$ cat config.mk
export PLATFORM = sky130hd
export DESIGN_NAME = branch_ctrl
export DESIGN_NICKNAME = d
export VERILOG_FILES = /design/src/rtl/branch_ctrl.sv
export SDC_FILE = /design/constraint.sdc
export NUM_CORES = 1
export LEC_CHECK = 0
export ABC_AREA = 1
export CORE_ASPECT_RATIO = 0.8
export CORE_MARGIN = 2
export CORE_UTILIZATION = 39
export CTS_BUF_LIST = sky130_fd_sc_hd__clkbuf_8 sky130_fd_sc_hd__clkbuf_16
export DETAILED_ROUTE_END_ITERATION = 12
export GPL_ROUTABILITY_DRIVEN = 0
export PLACE_DENSITY = 0.95
export SYNTH_ARGS = -nofsm -noshare
export SYNTH_HDL_FRONTEND = slang
export SYNTH_SLANG_ARGS = --single-unit
$ cat constraint.sdc
create_clock -name i_clk -period 3.9 [get_ports i_clk]
set_input_delay 0.975 -clock i_clk [delete_from_list [all_inputs] [get_ports i_clk]]
set_output_delay 0.975 -clock i_clk [all_outputs]
set_load 0.02 [all_outputs]
$ cat src/rtl/branch_ctrl.sv
// Execute-stage branch resolution: condition decode, registered PC redirect, fixed-length wrong-path flush.
// Optional branch statistics counters are built when BRANCH_STATS_EN is defined.
module branch_ctrl #(
  parameter int FLUSH_CYCLES = 2
) (
  input  logic        i_clk,
  input  logic        i_rst_n,
  input  logic        i_valid,
  input  logic        i_is_branch,
  input  logic        i_is_jump,
  input  logic        i_is_jalr,
  input  logic [2:0]  i_funct3,
  input  logic [31:0] i_target,
  output logic        o_br_un,
  input  logic        i_br_less,
  input  logic        i_br_equal,
  output logic        o_redirect,
  output logic [31:0] o_redirect_pc,
  output logic        o_flush,
  output logic        o_illegal,
  output logic        o_misaligned,
  input  logic        i_stats_clr,
  output logic [31:0] o_br_total,
  output logic [31:0] o_br_taken
);

  typedef enum logic {IDLE, FLUSH} state_t;

  state_t      state, state_nx;
  logic [3:0]  cnt, cnt_nx;
  logic        cond, f3_bad;
  logic        accept, illegal, taken, go, mis;
  logic [31:0] eff_tgt;

  // Unsigned compare for BLTU/BGEU only.
  assign o_br_un = i_funct3[2] & i_funct3[1];

  always_comb begin
    cond   = 1'b0;
    f3_bad = 1'b0;
    case (i_funct3)
      3'b000:         cond = i_br_equal;
      3'b001:         cond = ~i_br_equal;
      3'b100, 3'b110: cond = i_br_less;
      3'b101, 3'b111: cond = ~i_br_less;
      default:        f3_bad = 1'b1;
    endcase
  end

  assign accept  = i_valid & (state == IDLE);
  assign illegal = i_is_branch & (i_is_jump | f3_bad);
  assign taken   = ~illegal & (i_is_jump | (i_is_branch & cond));
  assign eff_tgt = {i_target[31:1], i_target[0] & ~(i_is_jump & i_is_jalr)};
  // A taken target with bit 1 set traps instead of redirecting.
  assign go      = accept & taken & ~eff_tgt[1];
  assign mis     = accept & taken &  eff_tgt[1];

  always_comb begin
    state_nx = state;
    cnt_nx   = cnt;
    case (state)
      IDLE: begin
        if (go) begin
          state_nx = FLUSH;
          cnt_nx   = 4'(FLUSH_CYCLES - 1);
        end
      end
      FLUSH: begin
        if (cnt == 4'd0) state_nx = IDLE;
        else             cnt_nx   = cnt - 4'd1;
      end
      default: begin
        state_nx = IDLE;
        cnt_nx   = 4'd0;
      end
    endcase
  end

  always_ff @(posedge i_clk or negedge i_rst_n) begin
    if (!i_rst_n) begin
      state         <= IDLE;
      cnt           <= 4'd0;
      o_redirect    <= 1'b0;
      o_redirect_pc <= 32'd0;
      o_flush       <= 1'b0;
      o_illegal     <= 1'b0;
      o_misaligned  <= 1'b0;
    end else begin
      state        <= state_nx;
      cnt          <= cnt_nx;
      o_redirect   <= go;
      o_flush      <= (state_nx == FLUSH);
      o_illegal    <= accept & illegal;
      o_misaligned <= mis;
      if (go) o_redirect_pc <= eff_tgt;
    end
  end

`ifdef BRANCH_STATS_EN
  logic [31:0] total_q, taken_q;
  logic        inc_total, inc_taken;

  assign inc_total = accept & i_is_branch & ~illegal;
  assign inc_taken = inc_total & go;

  // Saturating counters; clear wins over increment.
  always_ff @(posedge i_clk or negedge i_rst_n) begin
    if (!i_rst_n) begin
      total_q <= 32'd0;
      taken_q <= 32'd0;
    end else if (i_stats_clr) begin
      total_q <= 32'd0;
      taken_q <= 32'd0;
    end else begin
      if (inc_total && (total_q != 32'hFFFF_FFFF)) total_q <= total_q + 32'd1;
      if (inc_taken && (taken_q != 32'hFFFF_FFFF)) taken_q <= taken_q + 32'd1;
    end
  end

  assign o_br_total = total_q;
  assign o_br_taken = taken_q;
`else
  logic stats_unused;
  assign stats_unused = i_stats_clr;
  assign o_br_total   = 32'd0;
  assign o_br_taken   = 32'd0;
`endif

endmodule
## Word level (Yosys, flattened, before mapping)

Index checks and enable logic that the tools add are counted.

- Bits of input ports: 44
- Word-level logic and storage cells: 47
- Register bits after elaboration: 40
- Output and inout bits: 101

- Bitwise logic cells: 19
- Reductions and logical operators: 6
- Add/sub/neg operators: 1
- Equal/unequal tests: 7
- Muxes and demuxes: 8

Operator list:

| kind | count |
|---|---|
| 3-bit == test (second input constant) | 4 |
| 1-bit AND | 11 |
| 4-bit two-way mux | 2 |
| 4-bit one-hot mux with 2 select lines | 1 |
| 1-bit inverter | 6 |
| 6-bit OR reduction | 1 |
| 4-bit logical NOT | 1 |
| 2-bit inequality test (second input constant) | 2 |
| 1-bit one-hot mux with 4 select lines | 1 |
| 2-bit OR reduction | 2 |
| 4-bit by 1-bit subtractor with 4-bit output (second input constant) | 1 |
| 3-bit by 1-bit == test with 1-bit output (second input constant) | 1 |
| 3-bit logical NOT | 1 |
| 1-bit two-way mux | 3 |
| 1-bit bitwise OR | 2 |
| 1-bit one-hot mux with 2 select lines | 1 |
| 2-bit AND reduction | 1 |

## Logic depth before layout (Yosys ltp)

Gate-level depths: netlist (run 1).

- Word-level depth: 11
- Depth in mapped cells: 11
- Gate-level depth less buffers: 10

## Worst setup path after synthesis (run 1)

Ideal clock, no wire load.

- Path kind: input -> output
- From: in i_funct3[2]
- To: out o_br_un
- Stages on the path: 2
- Setup slack: 1.781 ns
- Required time: 2.925 ns
- Arrival time: 1.144 ns
- Buffers on the path: 0
- Path through: nand2_1 inv_1

- Longest elaborated chain between the ends: 1

Ends and longest elaborated chain:

| element | RTL line | RTL |
|---|---|---|
| start, declared | 12 | `input logic [2:0] i_funct3,` |
| 1-bit AND | 36 | `assign o_br_un = i_funct3[2] & i_funct3[1];` |
| end, declared | 14 | `output logic o_br_un,` |

No other way between the ends.

## Worst setup path after layout (run 1)

Same ends and word-level chain as after synthesis.

==> results of run 1 <==
-- registers in the layout (all words and copies together), names as in the netlist --
name and count:
o_redirect_pc 32, cnt 4, o_illegal 1, o_misaligned 1
o_redirect 1, state 1
-- synthesized netlist by cell type --
| master | count | area (um2) |
|---|---|---|
| nand2_1 | 105 | 394 |
| nand3_1 | 6 | 30.0 |
| nand2_2 | 11 | 68.8 |
| ha_1 | 1 | 12.5 |
| nor3_1 | 1 | 5.00 |
| nand3_2 | 1 | 10.0 |
| conb_1 | 1 | 3.75 |
| a21oi_1 | 2 | 10.0 |
| buf_6 | 3 | 33.8 |
| buf_2 | 2 | 10.0 |
| inv_1 | 13 | 48.8 |
| a21boi_1 | 1 | 7.51 |
| dfrtp_1 | 40 | 1000 |
| o21ai_0 | 2 | 10.0 |
| nor2_1 | 6 | 22.5 |
| nor2_2 | 1 | 6.26 |
| and3_1 | 1 | 6.26 |
| buf_4 | 66 | 495 |
| inv_2 | 2 | 7.51 |
-- logic make-up after synthesis --
logic type | after synthesis | share of synthesized area [%]
compound gates | 5 | 1.26
flops | 40 | 45.8
fa+ha+maj | 1 | 0.573
buf+inv | 86 | 27.3
simple gates | 132 | 24.9
other cells | 1 | 0.172
-- area by class of cell --
cell class / instances / area share (%)
sequential: 40 / 34.9
multi-input combinational: 202 / 28.7
timing repair buffer: 80 / 27.7
tap: 78 / 3.40
clock buffer: 7 / 3.36
inverter: 15 / 1.96
-- stage by stage --
| step | total power [mW] | instances | hold WS, ns |
|---|---|---|---|
| 4_1_cts | 1.77 | 422 | 0.479 |
| 5_1_grt | 1.86 | 422 | 0.498 |
| 2_1_floorplan | 1.14 | 328 | 0.497 |
| 3_5_place_dp | 1.47 | 415 | 0.459 |
| 3_3_place_gp | 1.44 | 415 | 0.452 |
| 6_report | 1.75 | 422 | 0.480 |
-- power breakdown --
group	internal, mW	leakage (nW)	switching (mW)	total (mW)
clock	0.157	0.0503	0.130	0.288
sequential	0.565	0.509	0.0978	0.663
combinational	0.359	0.960	0.437	0.796
total	1.08	1.52	0.665	1.75
-- per-layer routing --
metal  up-vias  track usage [%]  part of all wire (%)  wire length [um]
met5         -                0                     0                 0
met4         0             4.62                  0.65                29
met3         4             4.90                   7.1               317
met2        77             25.4                    53              2340
met1       806             16.3                    40              1770
li1        823                -                     -                 -
-- worst min path at each step --
stage / start / endpoint / slack [ns] / depth (start not counted)
after global placement: o_redirect_pc[1] / o_redirect_pc[1] / 0.45 / 2
after CTS: o_redirect_pc[1] / o_redirect_pc[1] / 0.48 / 2
after floorplan: cnt[0] / cnt[0] / 0.50 / 2
after global routing: o_redirect_pc[1] / o_redirect_pc[1] / 0.50 / 2
after detailed placement: o_redirect_pc[1] / o_redirect_pc[1] / 0.46 / 2
final: o_redirect_pc[1] / o_redirect_pc[1] / 0.48 / 2
-- worst max-delay path, delay by kind of cell --
kind / cells / cell delay [ns]
and+or+nand+nor: 1 / 0.08
buffers and inverters: 3 / 1.17
==> flow_summary.yaml, run 1 <==
sta:
  rsz0062_at_grt: "false"
  slew_headroom_pct: 42.0
  tightestPinTransition_ns: 0.870
  fmax_mhz: 312
  fin_ws_ns: 0.697
  final.setup_skew_ns: 0.00271
  hold_viol_final: 0
  slew_violations: 0
  min_period_ns: 3.20
  setup_viol: 0
  period_share_pct: 82.1
  fin_setup_tns_ns: 0
placement:
  port_buffers: 79
  dp_hpwl_mm: 3.38
  dp_slack_ns: 0.671
  place_area_um2: 2770
floorplanning:
  rows: 24
  die_area_um2: 6220
  io_pins: 145
  die_w_um: 87.7
  dieHeight_um: 70.9
  start_util_pct: 40.2
  core_area_um2: 5440
global_routing:
  grt_usage_pct: 14.4
  grt_pass1_vias: 1620
  grt_pass1_wl_mm: 7.03
  grt_overflow: 0
  grt_max_degree: 41
  antenna_found_initial: 0
outcome:
  status: "completed"
setup_path:
  cpPeakStageDelay_ns: 0.60
  endpoint: "o_br_un"
  cp_common_cell: "clkdlybuf4s50_1"
  crit_type: "input pin to primary output"
  crit_fanout: 4
  r2r_slack_ns: 1.78
  worstSetupEndpointType: "primary output"
  worstPathCellList: "clkdlybuf4s50_1, nand2_1, inv_1, clkdlybuf4s50_1"
  r2r-start: "state"
  slowest_stage: "clkdlybuf4s50_1"
  cp-start-kind: "input pin"
  rr_worst_depth: 7
  r2r_end: "o_redirect_pc[18]"
  startpoint: "i_funct3[2]"
  cp.arrival_ns: 2.23
  cp_data_required_time_ns: 2.92
cts:
  cts_root_buffer: "clkbuf_8"
  clock_path_buffers: 2
  cts_tree: "done"
  clkSlewWorstSetupHoldPaths_ns: 0.07
  cts_buffers: 5
  post_cts_buffers: 0
  clkLatencyLatePin_ns: 0.28
  cts-resized-gates: 0
  hold_buffers: 0
  htree_levels: 2
  clock_sinks: 40
yosys:
  avgSynthCellArea_um2: 8.24
  yosysSeqAreaShare_pct: 45.8
  ys_ff_latch: 40
  synthesis.area_um2: 2180
  ys_types: 19
  synth_cells: 265
  yosysWarnings: 0
final_layout:
  final_common_cell: "nand2_1"
  diodes: 0
  fill_cells: 512
  final_core_util_pct: 52.8
  nets: 389
  mostFrequentLayoutCells: "nand2_1, clkdlybuf4s50_1, conb_1, dfrtp_1, inv_1"
  final_area_um2: 2870
  multi_input_area_um2: 823
  seqCellArea_um2: 1000
  area_delta_synth_final_pct: 31.3
  drive_above_1_share_pct: 6.98
routing:
  drt_iter0_drc: 56
  drcViolationCount: 0
  routedWlPerCell_um: 10.6
  wirelength_mm: 4.45
  vias: 1710
  vias_per_cell: 4.05
  drt_first_pass_iters: 4
  postRouteAntennaNets: 0
power:
  peakVddDrop_v: 0.000269
  p_leak_nw: 1.52
  powerDensity_nw_per_um2: 609
run:
  cap_violations: 0
min_path:
  hold_class: "flop to flop"
No activity file was read; power rests on OpenSTA's default activity.
==> run 2: changes to the inputs <==
Settings changed: CORE_UTILIZATION 39 to 33, PLACE_DENSITY 0.95 to 0.89.
Clock period 3.9 ns to 2.62 ns, I/O delays scaled along.
==> run 2 against run 1 <==
Effect of this change:
- global-route usage decreased by 2.5 points
- clock power increased by 49%
- via count fell by 1.8%
- highest routed layer unchanged
- largest power group unchanged
- sequential power rose by 48%
==> flow_summary.yaml, run 2 (synthesis results as in run 1) <==
outcome:
  status: "completed"
routing:
  vias_per_cell: 3.90
  drcViolationCount: 0
  postRouteAntennaNets: 0
  drt_first_pass_iters: 6
  drt_iter0_drc: 67
  vias: 1679
  wirelength_mm: 4.32
  routedWlPerCell_um: 10.0
setup_path:
  cp-start-kind: "input pin"
  cp_data_required_time_ns: 1.97
  crit_fanout: 3
  crit_type: "input pin to primary output"
  worstSetupEndpointType: "primary output"
  cp.arrival_ns: 1.86
global_routing:
  grt_overflow: 0
  grt_max_degree: 41
  grt_usage_pct: 11.9
  antenna_found_initial: 0
  grt_pass1_vias: 1563
  grt_pass1_wl_mm: 6.93
floorplanning:
  core_area_um2: 6410
  dieHeight_um: 76.8
  die_w_um: 94.9
  rows: 26
  io_pins: 145
  start_util_pct: 34.1
  die_area_um2: 7290
power:
  p_leak_nw: 1.53
  power_mw: 2.60
  peakVddDrop_v: 0.000427
  powerDensity_nw_per_um2: 900
final_layout:
  largest_register_ffs: 32
  final_common_cell: "nand2_1"
  regMostFlops: "o_redirect_pc"
  area_delta_synth_final_pct: 32.4
  drive_above_1_share_pct: 7.51
  diodes: 0
  reg.largest.list: "o_redirect_pc (32), cnt (4)"
  mostFrequentLayoutCells: "nand2_1, clkdlybuf4s50_1, conb_1, dfrtp_1, inv_1"
  nets: 391
sta:
  period_share_pct: 96.0
  final.setup_skew_ns: 0.00404
  fmax_mhz: 398
  slew_violations: 0
  setup_viol: 0
  min_period_ns: 2.51
  slew_headroom_pct: 42.6
  rsz0062_at_grt: "false"
  hold_viol_final: 0
  fin_setup_tns_ns: 0
  tightestPinTransition_ns: 0.861
cts:
  clock_sinks: 40
  cts_tree: "done"
  post_cts_buffers: 0
  clkLatencyLatePin_ns: 0.28
  cts-resized-gates: 0
  cts_buffers: 5
  htree_levels: 2
  cts_root_buffer: "clkbuf_8"
  clkSlewWorstSetupHoldPaths_ns: 0.07
  clock_path_buffers: 2
  hold_buffers: 0
placement:
  dp_hpwl_mm: 3.30
  port_buffers: 79
run:
  cap_violations: 0
min_path:
  hold_class: "flop to flop"
==> run 2: changes by cell type in the layout (fill, tap and decap cells not counted) <==
cell and delta:
buf_4 +2
==> run 2: layout make-up <==
cell class,instances,area (um2)
Clock buffer,7,96.3
Fill cell,604,3520
Inverter,15,56.3
Multi-Input combinational cell,202,823
Sequential cell,40,1000
Tap cell,84,105
Timing Repair Buffer,82,808
==> run 2: layer usage <==
metal | wire length [um] | GRT usage [%]
met3 | 319 | 4.13
met2 | 2170 | 20.6
met1 | 1820 | 14.1
met5 | 0 | 0
met4 | 10 | 2.61
==> run 2: path summary, 6_finish.rpt <==
check | slack, ns | to | cells past startpoint | startpoint
setup / recovery | 0.11 | o_br_un | 4 | i_funct3[1]
hold / removal | 0.48 | o_redirect_pc[17] | 2 | o_redirect_pc[17]
setup reg to reg | 0.98 | cnt[2] | 9 | cnt[0]
hold reg to reg | 0.48 | o_redirect_pc[17] | 2 | o_redirect_pc[17]
max in group asynchronous | 1.60 | o_redirect_pc[4] | 1 | i_rst_n
min in group asynchronous | 0.49 | state | 1 | i_rst_n
==> run 2: power by group <==
part | internal [mW] | switching, mW
Sequential | 0.841 | 0.140
Combinational | 0.539 | 0.651
Clock | 0.234 | 0.195
==> run 2: worst max-delay path: stages <==
cell	delay, ns
clkdlybuf4s50_1	0.50
nand2_1	0.06
inv_1	0.05
clkdlybuf4s50_1	0.59
==> run 2: metrics by stage <==
step / setup WS [ns] / area, um2 / utilization [%] / cells / hold slack, ns
6_report: 0.106 / 2890 / 45.1 / 430 / 0.479
5_1_grt: 0.0783 / 2890 / 45.1 / 430 / 0.503
4_1_cts: 0.108 / 2890 / 45.1 / 430 / 0.485
3_5_place_dp: 0.109 / 2790 / 43.6 / 423 / 0.468
3_3_place_gp: 0.114 / 2790 / 43.6 / 423 / 0.456
2_1_floorplan: 1.08 / 2420 / - / 328 / 0.359
==> run 3: changes to the inputs <==
Settings changed: ABC_AREA 1 to default.
==> run 3 against run 2 <==
Effect of this change:
- non-clock buffer count increased by 2
- worst setup slack improved by 0.31 ns
- fmax increased by 14%
- sequential power increased by 8%
==> flow_summary.yaml, run 3 <==
outcome:
  status: "completed"
setup_path:
  crit_type: "input pin to flop"
  cp_data_required_time_ns: 2.80
  r2r_slack_ns: 0.88
  rr_worst_depth: 6
  cp-start-kind: "input pin"
  cp.arrival_ns: 2.38
  r2r-start: "state"
  crit_fanout: 14
  worstSetupEndpointType: "flop"
  r2r_end: "o_redirect_pc[21]"
floorplanning:
  die_w_um: 95.4
  die_area_um2: 7350
  dieHeight_um: 77.1
  start_util_pct: 34.2
  io_pins: 145
  rows: 26
  core_area_um2: 6440
final_layout:
  nets: 309
  final_core_util_pct: 46.4
  final_common_cell: "clkdlybuf4s50_1"
  regMostFlops: "o_redirect_pc"
  mostFrequentLayoutCells: "clkdlybuf4s50_1, conb_1, dfrtp_1, mux2_4"
  drive_above_1_share_pct: 16.6
  reg.largest.list: "o_redirect_pc (32), cnt (4)"
  fin_cells: 349
  largest_register_ffs: 32
  area_delta_synth_final_pct: 35.5
  diodes: 0
yosys:
  yosysMostFrequentCell: "buf_4"
  synth.area.top_cells: "dfrtp_1, buf_4, mux2_4"
  yosysTopAreaCell: "dfrtp_1"
  synth_common_cells: "buf_4, dfrtp_1, mux2_4, mux2_1, nand2_1"
  yosysSeqAreaShare_pct: 45.4
  synthesis.area_um2: 2200
  ys_types: 29
  ys_ff_latch: 40
  avgSynthCellArea_um2: 12.5
  synth_cells: 177
  synthArstFlopShare_pct: 100
  yosysWarnings: 0
  synthFlopType: "dfrtp_1"
  yosys.area.top_type_share_pct: 45.4
  synth_edf_count: 0
routing:
  drcViolationCount: 0
  routedWlPerCell_um: 11.6
  drt_first_pass_iters: 5
  wirelength_mm: 4.05
  postRouteAntennaNets: 0
  vias: 1359
  drt_iter0_drc: 27
  vias_per_cell: 3.89
min_path:
  hold_class: "input pin to asynchronous set/reset pin"
sta:
  fmax_mhz: 453
  setup_viol: 0
  tightestPinTransition_ns: 0.876
  fin_setup_tns_ns: 0
  rsz0062_at_grt: "false"
  fin_hold_ws_ns: 0.480
  final.setup_skew_ns: 0.00435
  hold_viol_final: 0
  period_share_pct: 84.2
  min_period_ns: 2.21
  slew_violations: 0
  slew_headroom_pct: 41.6
cts:
  clock_sinks: 40
  clock_path_buffers: 2
  clkSlewWorstSetupHoldPaths_ns: 0.08
  cts_buffers: 5
  cts_root_buffer: "clkbuf_8"
  hold_buffers: 0
  cts_tree: "done"
  htree_levels: 2
  clkLatencyLatePin_ns: 0.29
global_routing:
  grt_pass1_vias: 1285
  antenna_found_initial: 0
  grt_max_degree: 41
  grt_usage_pct: 10.7
  grt_overflow: 0
  grt_pass1_wl_mm: 6.09
power:
  p_clk_share_pct: 16.4
  swShare_pct: 34.7
  powerDensity_nw_per_um2: 1040
  p_int_mw: 2.02
  p_leak_nw: 1.41
  peakVddDrop_v: 0.000414
  power_frac_seq_pct: 34.3
  netSwitchingPower_mw: 1.08
  combinationalPowerShare_pct: 49.3
placement:
  dp_hpwl_mm: 3.13
  placed_cells: 341
  port_buffers: 79
run:
  cap_violations: 0
[run 3: changes by cell type after synthesis, sizes merged, moves of 2 or more]
cell and change:
nand2 -111, mux2 +31, inv -12, nand3 -6, and2 +4, buf -4
nand2b +3, nor2 -3, nor2b +2, xor2 +2
[run 3: layout make-up]
type	count	area [um2]
clock buffer	5	68.8
clock inverter	3	47.5
fill	592	3450
inverter	3	13.8
multi-input combinational	130	912
sequential	40	1000
tap	84	105
timing repair buffer	84	838
[run 3: logic make-up after synthesis]
kind of cell | count (synthesis) | share of synthesized area [%]
AO/OA/AOI/OAI | 9 | 2.78
XOR/XNOR | 2 | 0.795
adder cells (fa/ha/maj) | 1 | 0.567
buffers and inverters | 70 | 24.0
flip-flops | 40 | 45.4
multiplexers | 32 | 20.7
other | 1 | 0.170
AND/OR/NAND/NOR | 22 | 5.62
[run 3: how the worst max path moves through the flow]
stage / from / end / cells after the start
4_1_cts: i_funct3[2] / o_br_un / 3
3_5_place_dp: i_funct3[2] / o_br_un / 3
2_1_floorplan: i_is_branch / o_redirect_pc[0] / 6
6_report: i_funct3[1] / o_redirect_pc[21] / 7
3_3_place_gp: i_funct3[2] / o_br_un / 3
5_1_grt: i_is_branch / o_redirect_pc[21] / 7
[run 3: worst max-delay path, stage by stage]
cell and delay, ns:
clkdlybuf4s50_1 0.43, nor2b_1 0.14, o21ai_1 0.27, nand3_2 0.18, inv_4 0.18, buf_12 0.18, mux2_1 0.34
[run 3: per-layer routing]
| metal | global-route usage [%] | up-vias | share of wire (%) |
|---|---|---|---|
| met5 | 0 | - | 0 |
| met4 | 3.86 | 0 | 0.82 |
| met3 | 3.63 | 2 | 9.6 |
| met2 | 17.7 | 81 | 49 |
| met1 | 12.8 | 646 | 40 |
| li1 | - | 630 | - |
[run 3: power groups by stage]
stage / sequential, mW / combinational (mW) / clock, mW
2_1_floorplan: 1.37 / 0.620 / 0
6_report: 1.06 / 1.53 / 0.509
3_5_place_dp: 1.07 / 1.54 / 0
3_3_place_gp: 1.06 / 1.51 / 0
5_1_grt: 1.10 / 1.62 / 0.567
4_1_cts: 1.07 / 1.54 / 0.536
[run 3: per-stage QoR]
stage	area, um2	setup WS (ns)	power (mW)
2_1_floorplan	2440	0.726	1.99
3_3_place_gp	2870	0.0783	2.56
3_5_place_dp	2870	0.0395	2.61
4_1_cts	2980	0.0399	3.15
5_1_grt	2990	0.312	3.29
6_report	2990	0.414	3.10
[run 3: what timing repair did]
action,in CTS,in global routing
endpoints found under the setup margin,0,1
buffers inserted,0,0
resized for setup,0,1
